===== src/rtl/synth_voice_pkg.sv =====
// Shared types and constants for the polyphonic voice allocator.
// Provides the note/velocity/amplitude widths, the allocator state enum,
// the latched note-event payload struct and the velocity-to-amplitude mapping.
package synth_voice_pkg;

  localparam int unsigned NOTE_W  = 7;
  localparam int unsigned VEL_W   = 7;
  localparam int unsigned AMP_W   = 16;
  localparam int unsigned CNT_W   = 16;
  localparam int unsigned AMP_PAD = AMP_W - VEL_W;

  typedef enum logic [1:0] {
    IDLE   = 2'd0,
    DECIDE = 2'd1,
    GAP    = 2'd2
  } alloc_state_t;

  // Event captured at the handshake edge
  typedef struct packed {
    logic              on;
    logic [NOTE_W-1:0] note;
    logic [VEL_W-1:0]  vel;
  } note_ev_t;

  // Velocity occupies the top bits of the amplitude word
  function automatic logic [AMP_W-1:0] amp_from_vel(input logic [VEL_W-1:0] vel);
    return {vel, AMP_PAD'(0)};
  endfunction

endpackage


===== src/rtl/voice_lru.sv =====
// Least-recently-allocated tracker for the voice allocator.
// Each voice holds a rank; rank 0 is the most recent allocation and
// rank NUM_VOICES-1 is the oldest. Ranks always form a permutation.
// Ports:
//   clk_i, rst_ni   clock, asynchronous active-low reset
//   touch_en_i      mark touch_idx_i as most recently allocated
//   touch_idx_i     voice being touched
//   oldest_idx_o    voice currently holding the oldest rank
module voice_lru
  import synth_voice_pkg::*;
#(
  parameter  int unsigned NUM_VOICES = 4,
  localparam int unsigned IDX_W      = (NUM_VOICES > 1) ? $clog2(NUM_VOICES) : 1
) (
  input  logic             clk_i,
  input  logic             rst_ni,
  input  logic             touch_en_i,
  input  logic [IDX_W-1:0] touch_idx_i,
  output logic [IDX_W-1:0] oldest_idx_o
);

  logic [NUM_VOICES-1:0][IDX_W-1:0] rank_q, rank_d;

  // Touched voice goes to rank 0; everything younger than it ages by one
  always_comb begin
    rank_d = rank_q;
    if (touch_en_i) begin
      for (int v = 0; v < NUM_VOICES; v++) begin
        if (IDX_W'(v) == touch_idx_i) begin
          rank_d[v] = '0;
        end else if (rank_q[v] < rank_q[touch_idx_i]) begin
          rank_d[v] = rank_q[v] + 1'b1;
        end
      end
    end
  end

  // Reset ordering makes the highest-index voice the oldest
  always_ff @(posedge clk_i or negedge rst_ni) begin
    if (!rst_ni) begin
      for (int v = 0; v < NUM_VOICES; v++) begin
        rank_q[v] <= IDX_W'(v);
      end
    end else begin
      rank_q <= rank_d;
    end
  end

  // Locate the voice holding the oldest rank
  always_comb begin
    oldest_idx_o = '0;
    for (int v = 0; v < NUM_VOICES; v++) begin
      if (rank_q[v] == IDX_W'(NUM_VOICES - 1)) begin
        oldest_idx_o = IDX_W'(v);
      end
    end
  end

endmodule


===== src/rtl/voice_allocator.sv =====
// Polyphonic note scheduler: shares NUM_VOICES voices between a serial
// stream of note-on/note-off events. Free voices are used first, otherwise
// the least-recently allocated voice is stolen; steals and retriggers hold
// KEY low for RETRIG_CYC cycles so the envelope restarts.
// Optional feature macro: VOICE_ALLOCATOR_SUSTAIN_PEDAL_EN (adds SUSTAIN_PEDAL
// input and per-voice sustain flags).
// Ports:
//   CLK, RESET_N          clock, asynchronous active-low reset
//   EV_VALID/EV_READY     event handshake
//   EV_ON, EV_NOTE, EV_VEL event fields (note-on with velocity 0 is a note-off)
//   ALL_OFF               level-sensitive panic: drops every gate
//   SUSTAIN_PEDAL         sustain pedal level (feature build only)
//   KEY                   per-voice gate
//   FREQ                  per-voice note, voice v at [7v+6:7v]
//   AMP                   per-voice amplitude, voice v at [16v+15:16v]
//   STEAL_CNT             saturating count of voice steals
//   BUSY                  allocator is not idle
module voice_allocator
  import synth_voice_pkg::*;
#(
  parameter int unsigned NUM_VOICES = 4,
  parameter int unsigned RETRIG_CYC = 4
) (
  input  logic                         CLK,
  input  logic                         RESET_N,
  input  logic                         EV_VALID,
  output logic                         EV_READY,
  input  logic                         EV_ON,
  input  logic [NOTE_W-1:0]            EV_NOTE,
  input  logic [VEL_W-1:0]             EV_VEL,
  input  logic                         ALL_OFF,
`ifdef VOICE_ALLOCATOR_SUSTAIN_PEDAL_EN
  input  logic                         SUSTAIN_PEDAL,
`endif
  output logic [NUM_VOICES-1:0]        KEY,
  output logic [NUM_VOICES*NOTE_W-1:0] FREQ,
  output logic [NUM_VOICES*AMP_W-1:0]  AMP,
  output logic [CNT_W-1:0]             STEAL_CNT,
  output logic                         BUSY
);

  localparam int unsigned IDX_W = (NUM_VOICES > 1) ? $clog2(NUM_VOICES) : 1;
  localparam int unsigned GAP_W = (RETRIG_CYC > 1) ? $clog2(RETRIG_CYC) : 1;

  alloc_state_t state_q, state_d;

  note_ev_t                          ev_q, ev_d;
  logic [NUM_VOICES-1:0]             key_q, key_d;
  logic [NUM_VOICES-1:0][NOTE_W-1:0] freq_q, freq_d;
  logic [NUM_VOICES-1:0][AMP_W-1:0]  amp_q, amp_d;
  logic [CNT_W-1:0]                  steal_q, steal_d;
  logic [GAP_W-1:0]                  gap_q, gap_d;
  logic [IDX_W-1:0]                  tgt_q, tgt_d;

  logic                  accept;
  logic                  is_on;
  logic                  hit_found, free_found;
  logic [IDX_W-1:0]      hit_idx, free_idx;
  logic [NUM_VOICES-1:0] match;
  logic                  touch_en;
  logic [IDX_W-1:0]      touch_idx;
  logic [IDX_W-1:0]      oldest_idx;

`ifdef VOICE_ALLOCATOR_SUSTAIN_PEDAL_EN
  logic [NUM_VOICES-1:0] sus_q, sus_d;
  logic                  pedal_q;
  logic                  pedal_fall;
`endif

  assign EV_READY = (state_q == IDLE) & ~ALL_OFF;
  assign accept   = EV_VALID & EV_READY;
  // Velocity 0 turns a note-on into a note-off
  assign is_on    = ev_q.on & (ev_q.vel != '0);

  // Voice scan: match mask, lowest sounding hit and lowest free voice
  always_comb begin
    match      = '0;
    hit_found  = 1'b0;
    hit_idx    = '0;
    free_found = 1'b0;
    free_idx   = '0;
    for (int v = NUM_VOICES - 1; v >= 0; v--) begin
      match[v] = key_q[v] & (freq_q[v] == ev_q.note);
      if (match[v]) begin
        hit_found = 1'b1;
        hit_idx   = IDX_W'(v);
      end
      if (!key_q[v]) begin
        free_found = 1'b1;
        free_idx   = IDX_W'(v);
      end
    end
  end

  // State register
  always_ff @(posedge CLK or negedge RESET_N) begin
    if (!RESET_N) begin
      state_q <= IDLE;
    end else begin
      state_q <= state_d;
    end
  end

  // Next-state logic; panic overrides everything
  always_comb begin
    state_d = state_q;
    if (ALL_OFF) begin
      state_d = IDLE;
    end else begin
      case (state_q)
        IDLE:    if (accept) state_d = DECIDE;
        DECIDE:  state_d = (is_on && (hit_found || !free_found)) ? GAP : IDLE;
        GAP:     if (gap_q == '0) state_d = IDLE;
        default: state_d = IDLE;
      endcase
    end
  end

  // Output / datapath next-values
  always_comb begin
    ev_d      = ev_q;
    key_d     = key_q;
    freq_d    = freq_q;
    amp_d     = amp_q;
    steal_d   = steal_q;
    gap_d     = gap_q;
    tgt_d     = tgt_q;
    touch_en  = 1'b0;
    touch_idx = tgt_q;
`ifdef VOICE_ALLOCATOR_SUSTAIN_PEDAL_EN
    sus_d     = sus_q;
`endif
    if (ALL_OFF) begin
      key_d = '0;
`ifdef VOICE_ALLOCATOR_SUSTAIN_PEDAL_EN
      sus_d = '0;
`endif
    end else begin
`ifdef VOICE_ALLOCATOR_SUSTAIN_PEDAL_EN
      // Pedal release applied first so a same-cycle DECIDE action wins
      if (pedal_fall) begin
        key_d = key_q & ~sus_q;
        sus_d = '0;
      end
`endif
      case (state_q)
        IDLE: begin
          if (accept) begin
            ev_d.on   = EV_ON;
            ev_d.note = EV_NOTE;
            ev_d.vel  = EV_VEL;
          end
        end
        DECIDE: begin
          if (is_on) begin
            if (hit_found) begin
              // Retrigger the sounding voice
              tgt_d          = hit_idx;
              key_d[hit_idx] = 1'b0;
              amp_d[hit_idx] = amp_from_vel(ev_q.vel);
              gap_d          = GAP_W'(RETRIG_CYC - 1);
`ifdef VOICE_ALLOCATOR_SUSTAIN_PEDAL_EN
              sus_d[hit_idx] = 1'b0;
`endif
            end else if (free_found) begin
              freq_d[free_idx] = ev_q.note;
              amp_d[free_idx]  = amp_from_vel(ev_q.vel);
              key_d[free_idx]  = 1'b1;
              touch_en         = 1'b1;
              touch_idx        = free_idx;
            end else begin
              // Steal the oldest voice; a stolen voice starts a fresh note
              tgt_d             = oldest_idx;
              key_d[oldest_idx] = 1'b0;
              freq_d[oldest_idx] = ev_q.note;
              amp_d[oldest_idx] = amp_from_vel(ev_q.vel);
              gap_d             = GAP_W'(RETRIG_CYC - 1);
              if (steal_q != '1) steal_d = steal_q + 1'b1;
`ifdef VOICE_ALLOCATOR_SUSTAIN_PEDAL_EN
              sus_d[oldest_idx] = 1'b0;
`endif
            end
          end else begin
`ifdef VOICE_ALLOCATOR_SUSTAIN_PEDAL_EN
            if (SUSTAIN_PEDAL) begin
              sus_d = sus_d | match;
            end else begin
              key_d = key_d & ~match;
            end
`else
            key_d = key_d & ~match;
`endif
          end
        end
        GAP: begin
          if (gap_q == '0) begin
            key_d[tgt_q] = 1'b1;
            touch_en     = 1'b1;
            touch_idx    = tgt_q;
          end else begin
            gap_d = gap_q - 1'b1;
          end
        end
        default: ;
      endcase
    end
  end

  // Datapath registers
  always_ff @(posedge CLK or negedge RESET_N) begin
    if (!RESET_N) begin
      ev_q    <= '0;
      key_q   <= '0;
      freq_q  <= '0;
      amp_q   <= '0;
      steal_q <= '0;
      gap_q   <= '0;
      tgt_q   <= '0;
    end else begin
      ev_q    <= ev_d;
      key_q   <= key_d;
      freq_q  <= freq_d;
      amp_q   <= amp_d;
      steal_q <= steal_d;
      gap_q   <= gap_d;
      tgt_q   <= tgt_d;
    end
  end

`ifdef VOICE_ALLOCATOR_SUSTAIN_PEDAL_EN
  assign pedal_fall = pedal_q & ~SUSTAIN_PEDAL;

  // Sustain flags and pedal history for falling-edge detection
  always_ff @(posedge CLK or negedge RESET_N) begin
    if (!RESET_N) begin
      sus_q   <= '0;
      pedal_q <= 1'b0;
    end else begin
      sus_q   <= sus_d;
      pedal_q <= SUSTAIN_PEDAL;
    end
  end
`endif

  voice_lru #(
    .NUM_VOICES(NUM_VOICES)
  ) u_lru (
    .clk_i       (CLK),
    .rst_ni      (RESET_N),
    .touch_en_i  (touch_en),
    .touch_idx_i (touch_idx),
    .oldest_idx_o(oldest_idx)
  );

  assign KEY       = key_q;
  assign FREQ      = freq_q;
  assign AMP       = amp_q;
  assign STEAL_CNT = steal_q;
  assign BUSY      = (state_q != IDLE);

endmodule


===== config.mk =====
export PLATFORM = sky130hd
export DESIGN_NAME = voice_allocator
export DESIGN_NICKNAME = d
export VERILOG_FILES = /design/src/rtl/synth_voice_pkg.sv /design/src/rtl/voice_lru.sv /design/src/rtl/voice_allocator.sv
export SDC_FILE = /design/constraint.sdc
export NUM_CORES = 1
export LEC_CHECK = 0
export BUFFER_PORTS_ARGS = -buffer_cell sky130_fd_sc_hd__buf_2
export CORE_ASPECT_RATIO = 0.8
export CORE_UTILIZATION = 54
export CTS_CLUSTER_SIZE = 12
export DETAILED_ROUTE_END_ITERATION = 7
export PLACE_DENSITY_LB_ADDON = 0.12
export SLEW_MARGIN = 30
export SYNTH_ARGS = -nofsm -noshare
export SYNTH_HDL_FRONTEND = slang
export SYNTH_SLANG_ARGS = --single-unit

===== constraint.sdc =====
create_clock -name CLK -period 4.2 [get_ports CLK]
set_input_delay 0.84 -clock CLK [delete_from_list [all_inputs] [get_ports CLK]]
set_output_delay 0.84 -clock CLK [all_outputs]
set_load 0.02 [all_outputs]

==> run metrics, run 1 <==
status finished, final reports clean; CTS resizes 0; WS Path Type flip-flop to flip-flop; P per Cell Area between 400 and 500 nW/um^2; grt ovf 0; Clk Latency, worst-skew pair between 0.3 and 0.4 ns; antenna diode count 0; DP HPWL 9208 um; Area growth syn-to-layout 13.49%; final setup violation count 0; CTS Hold Bufs 0; largest net degree at the start of global routing 52; Starting Density between 50 and 60%; Max-Cap Viols 0; DIE HEIGHT just over 90 um; Max Clock Skew slightly below 0.009 ns; clock power share roughly 29%; Die ar. 10820 um^2; placed cell area between 6000 and 7000 um^2; syn avg cell area around 11 um^2; sw frac 33.82%; Slew Viols, Final 0; CP endpoint kind flip-flop; top post-synthesis cells by count 101 x dfrtp_1, 71 x mux2_2, 38 x nand2_1; routability cong. 0.8992; root buffer selected by CTS clkbuf_16; fillers between 800 and 900; gate count after technology mapping ~500; Post-DRT Antenna Nets 0; Synthesis Warnings 0; final WL approximately 13000 um; synth unique cells just under 60; worst endpoint required time about 4.5 ns; Final Hold Vio Count 0; Storage cell area roughly 2600 um^2; NumNets Final ~640; Worst EP arrival about 3.9 ns; top post-synthesis cells by area dfrtp_1 45%, mux2_2 14%, buf_4 4.9%; I/O pin count about 130; register area share after synthesis approximately 47%; Hold Path Class flip-flop to flip-flop; Period minus WS final between 3 and 4 ns; H-Tree Depth 3; CTS tree built; share of cells above drive strength 1 approximately 32%; Flop pwr share a little under half; Wirelength per Cell around 17 um; drt via density between 5 and 6; first-pass GRT wire length between 20000 and 25000 um; clock sink total roughly 110; internal power 1.835 mW; design area roughly 6400 um^2; Max-slew headroom about two fifths; P_leak 3.177 nW; Post-synth EDFFs 0; Max FO, Critical Path 10; top_reg_cell synth dfrtp_1; startpoint types flip-flop; max frequency between 0.2 and 0.3 GHz; setup TNS 0 ns; asr flop ratio synth 100.0%; row count 32; number of setup buffers added after CTS 0; Max IR drop VDD ~280 uV; initial antenna violation count 0; mapped cell area 5619 um^2; # DRC 0; worst slew pin tran 0.8823 ns; Comb pwr share 23.8%; First-pass DRT Iterations 6; gr usage total approximately 25%; CTS max path bufs 2; most frequent cell after synthesis dfrtp_1; final worst-path cycle share roughly 86%; I/O Buffers 96; DR iter-0 viols just under 200; FF+latch count, synth between 100 and 150; P_sw around 940 uW; vias a little over 4000; RSZ-0062 raised after global routing no; Worst-path clk slew 0.07 ns; core box area 9889 um^2; footprint of the multi-input gates 2699 um^2; total CTS buffers 9; Yosys top cell area share between 40% and 50%; vias in the first global route roughly 4000; DIE WIDTH roughly 120 um; largest area contributor in the netlist dfrtp_1
## registers in the layout (all words and copies together), names as in the netlist
register      count
FREQ             28
KEY               4
gap_q             2
AMP              28
u_lru.rank_q      8
state_q           2
STEAL_CNT        16
tgt_q             2
ev_q             15
## path summary, 6_finish.rpt
path | from | end | slack (ns) | cells after the start
max reg2reg | ev_q[10] | u_lru.rank_q[6] | 0.60 | 9
min in group asynchronous | RESET_N | FREQ[9] | 0.51 | 1
max | ev_q[10] | u_lru.rank_q[6] | 0.60 | 9
min reg2reg | gap_q[0] | gap_q[0] | 0.48 | 1
min | gap_q[0] | gap_q[0] | 0.48 | 1
max in group asynchronous | RESET_N | u_lru.rank_q[6] | 2.79 | 2
## through the flow
| step | total power [mW] | setup slack (ns) | std cells | utilization [%] | hold WS, ns |
|---|---|---|---|---|---|
| 2_1_floorplan | 1.784 | 1.147 | 549 | - | 0.4502 |
| 3_3_place_gp | 1.973 | 0.8224 | 733 | 61.69 | 0.4727 |
| 3_5_place_dp | 1.990 | 0.6697 | 733 | 61.69 | 0.4710 |
| 4_1_cts | 2.784 | 0.6499 | 748 | 64.49 | 0.4795 |
| 5_1_grt | 2.904 | 0.2719 | 748 | 64.49 | 0.5062 |
| 6_report | 2.772 | 0.6014 | 748 | 64.49 | 0.4767 |
## cell type report
type | count | share of cell area (%)
Clock buffer | 10 | 3.590
Clock inverter | 5 | 0.7455
Inverter | 17 | 1.001
Multi-Input combinational cell | 372 | 42.32
Sequential cell | 105 | 41.28
Tap cell | 136 | 2.668
Timing Repair Buffer | 103 | 8.397
## cells by family (layout without fill, tap and decap cells)
logic type	after synthesis	in the layout	share of synthesized area [%]
AND/OR/NAND/NOR	130	130	11.89
flip-flops	105	105	46.85
multiplexers	79	79	15.65
AO/OA/AOI/OAI	75	75	9.375
buffers and inverters	72	135	7.460
XOR/XNOR	43	43	6.702
adder cells (fa/ha/maj)	9	9	2.004
other	1	36	0.06674
## power groups by stage
| stage | registers [mW] | clock network, mW | logic, mW |
|---|---|---|---|
| 2_1_floorplan | 1.38 | 0 | 0.402 |
| 3_3_place_gp | 1.32 | 0 | 0.653 |
| 3_5_place_dp | 1.33 | 0 | 0.663 |
| 4_1_cts | 1.31 | 0.810 | 0.665 |
| 5_1_grt | 1.33 | 0.849 | 0.721 |
| 6_report | 1.31 | 0.799 | 0.661 |
## metal layers
| layer | vias up | GRT usage, % | share of wire, % | routed length (um) |
|---|---|---|---|---|
| li1 | 1935 | - | - | - |
| met1 | 2020 | 35.12 | 47 | 5983 |
| met2 | 173 | 37.90 | 45 | 5631 |
| met3 | 16 | 6.351 | 7.0 | 886 |
| met4 | 0 | 5.876 | 1.1 | 141 |
| met5 | - | 0 | 0 | 0 |
## cells in the final DEF (no fill, tap or decap), types with 9 or more instances in the layout
| cell type | synthesis | layout |
|---|---|---|
| a21oi_1 | 18 | 18 |
| buf_2 | 8 | 95 |
| clkbuf_16 | 0 | 9 |
| conb_1 | 1 | 36 |
| dfrtp_1 | 101 | 101 |
| ha_1 | 9 | 9 |
| inv_1 | 17 | 17 |
| mux2_2 | 71 | 71 |
| nand2_1 | 38 | 38 |
| nand3_1 | 23 | 23 |
| nand4_1 | 9 | 9 |
| nor2_1 | 23 | 23 |
| o21ai_0 | 17 | 17 |
| xnor2_1 | 18 | 18 |
| xor2_1 | 25 | 25 |
## critical path, stage by stage (launching register included)
cell      delay, ns
dfrtp_1        0.50
xor2_1         0.21
nor4_1         0.48
nand3_1        0.43
nand4_4        0.26
nor2_4         0.10
a221oi_4       0.51
mux2i_1        0.51
o21ai_1        0.16
a221oi_1       0.33
Power figures use the tool's default switching activity.
==> run 2: changes to the inputs <==
--- a/config.mk
+++ b/config.mk
@@ -7,8 +7,7 @@
 export LEC_CHECK = 0
 export BUFFER_PORTS_ARGS = -buffer_cell sky130_fd_sc_hd__buf_2
 export CORE_ASPECT_RATIO = 0.8
-export CORE_UTILIZATION = 54
-export CTS_CLUSTER_SIZE = 12
+export CORE_UTILIZATION = 36
 export DETAILED_ROUTE_END_ITERATION = 7
 export PLACE_DENSITY_LB_ADDON = 0.12
 export SLEW_MARGIN = 30
==> run 2 against run 1 <==
Cell count up 10%. Clock skew up 0.0037 ns. Setup slack worse by 0.091 ns. Clock power up 7.8%. First-iteration DRC count up 22%. Fmax down 2.5%.
==> run metrics, run 2 (synthesis results as in run 1) <==
status finished, final reports clean; Final Worst Setup Slack 0.5100 ns (-0.09140 ns); Max-Cap Viols 0 (unchanged); row count 40 (+25%); CTS resizes 0 (unchanged); Final Hold Vio Count 0 (unchanged); Period minus WS final 3.690 ns (+0.09140 ns); core box area 15110 um^2 (+53%); DR iter-0 viols 241 (+22%); gr usage total 18.29% (-6.4 points); I/O Buffers 96 (unchanged); final worst-path cycle share 87.86% (+2.2 points); Worst path depth 9 (unchanged); CTS tree built; P per Cell Area 436.9 nW/um^2 (+0.50%); DIE WIDTH 141.7 um (+22%); FF-to-FF path depth 9 (unchanged); clock sink total 105 (unchanged); H-Tree Depth 3 (unchanged); commonest non-fill, non-tap cell in the layout dfrtp_1; Wirelength per Cell 16.64 um (-1.5%); setup TNS 0 ns (unchanged); CP top delay family simple AND/OR/NAND/NOR gates; root buffer selected by CTS clkbuf_16; Die ar. 16120 um^2 (+49%); CP endpoint kind flip-flop; Slowest-stage cell, CP nor4_1; Crit path largest cell delay 0.56 ns (+0.05 ns); largest net degree at the start of global routing 74 (+42%); worst endpoint required time 4.46 ns (about the same); Worst EP arrival 3.95 ns (+0.10 ns); Slew Viols, Final 0 (unchanged); max frequency 0.2710 GHz (-2.5%); WS Path Type flip-flop to flip-flop; Max FO, Critical Path 10 (unchanged); CTS max path bufs 2 (unchanged); pre-CTS setup slack 0.5562 ns (-0.1135 ns); Area growth syn-to-layout 15.85%; Max Clock Skew 0.01231 ns (+0.003657 ns); Worst Path Buf+Inv 0 (unchanged); startpoint types flip-flop; Worst-path clk slew 0.07 ns (about the same); share of cells above drive strength 1 32.74% (+0.38 points); Max-slew headroom 37.38% (-3.7 points); Storage cell area 2633 um^2 (unchanged); final setup violation count 0 (unchanged); RSZ-0062 raised after global routing no; Total Power 2.844 mW (+2.6%); Hold Path Cell Cnt 1 (unchanged); NumNets Final 637 (+0.16%); drt via density 4.985 (-10%); final WL 13710 um (+8.5%); antenna diode count 0 (unchanged); placed cell area 6201 um^2 (+1.6%); First-pass DRT Iterations 4 (-2); # DRC 0 (unchanged); P_leak 3.196 nW (+0.60%); worst slew pin tran 0.9370 ns (+0.05471 ns); design area 6510 um^2 (+2.1%); commonest non-fill, non-tap cells in the layout 101 x dfrtp_1, 95 x buf_2, 71 x mux2_2; DP HPWL 10180 um (+11%); footprint of the multi-input gates 2699 um^2 (unchanged); routability cong. 0.9052 (+0.67%); Post-DRT Antenna Nets 0 (unchanged); Starting Density 37.18% (-20 points); vias in the first global route 3986 (+0.73%); fillers 1498 (+81%); vias 4108 (-0.87%); I/O pin count 133 (unchanged); initial antenna violation count 0 (unchanged); grt ovf 0 (unchanged); Worst Hold Slack 0.4850 ns (+0.008312 ns); Max IR drop VDD 205.6 uV (-26%); Hold Path Class flip-flop to flip-flop; worst path cell trace xor2_1 -> nor4_1 -> nand3_1 -> nand4_4 -> nor2_4 -> a221oi_4 -> mux2i_1 -> o21ai_1 -> a221oi_1; DIE HEIGHT 113.7 um (+22%); number of setup buffers added after CTS 0 (unchanged); total CTS buffers 9 (unchanged); first-pass GRT wire length 22350 um (+9.8%); Clk Latency, worst-skew pair 0.36 ns (about the same); CTS Hold Bufs 0 (unchanged)
-- run 2: changes by cell type in the layout (fill, tap and decap cells not counted), sizes merged --
cell | previous run | this run
buf | 103 | 104
clkinv | 1 | 2
inv | 20 | 21
clkbuf | 10 | 9
-- run 2: per-layer routing --
metal | up-vias | share of wire, % | GRT usage, %
li1 | 1946 | - | -
met1 | 1999 | 51 | 27.65
met2 | 154 | 42 | 25.48
met3 | 9 | 6.5 | 4.828
met4 | 0 | 1.1 | 4.875
met5 | - | 0 | 0
-- run 2: power by group --
part           internal [mW]  total [mW]  switching [mW]
combinational          0.278       0.674           0.396
clock                  0.427       0.861           0.433
sequential              1.15        1.31           0.161
total                   1.85        2.84           0.991
-- run 2: worst paths after layout --
path	from	end	slack, ns
max reg2reg	ev_q[7]	u_lru.rank_q[6]	0.51
min	gap_q[0]	gap_q[0]	0.48
max in group asynchronous	RESET_N	u_lru.rank_q[2]	2.95
min reg2reg	gap_q[0]	gap_q[0]	0.48
max	ev_q[7]	u_lru.rank_q[6]	0.51
min in group asynchronous	RESET_N	ev_q[9]	0.49
-- run 2: worst register-to-register path, cell delays in order, from the launching register on --
cell and delay (ns):
dfrtp_1 0.49, xor2_1 0.23, nor4_1 0.56, nand3_1 0.43, nand4_4 0.25, nor2_4 0.10, a221oi_4 0.52, mux2i_1 0.52
o21ai_1 0.17, a221oi_1 0.33
-- run 2: through the flow --
| stage | cells | utilization (%) |
|---|---|---|
| after CTS | 824 | 43.05 |
| final | 824 | 43.07 |
| after floorplan | 549 | - |
| after global routing | 824 | 43.07 |
| after global placement | 808 | 41.03 |
| after detailed placement | 808 | 41.03 |
-- run 2: final cells by class --
class,instances,share of cell area (%)
Tap cell,210,4.036
Clock buffer,9,3.460
Timing Repair Buffer,104,8.399
Multi-Input combinational cell,372,41.46
Clock inverter,7,1.230
Sequential cell,105,40.44
Inverter,17,0.9802
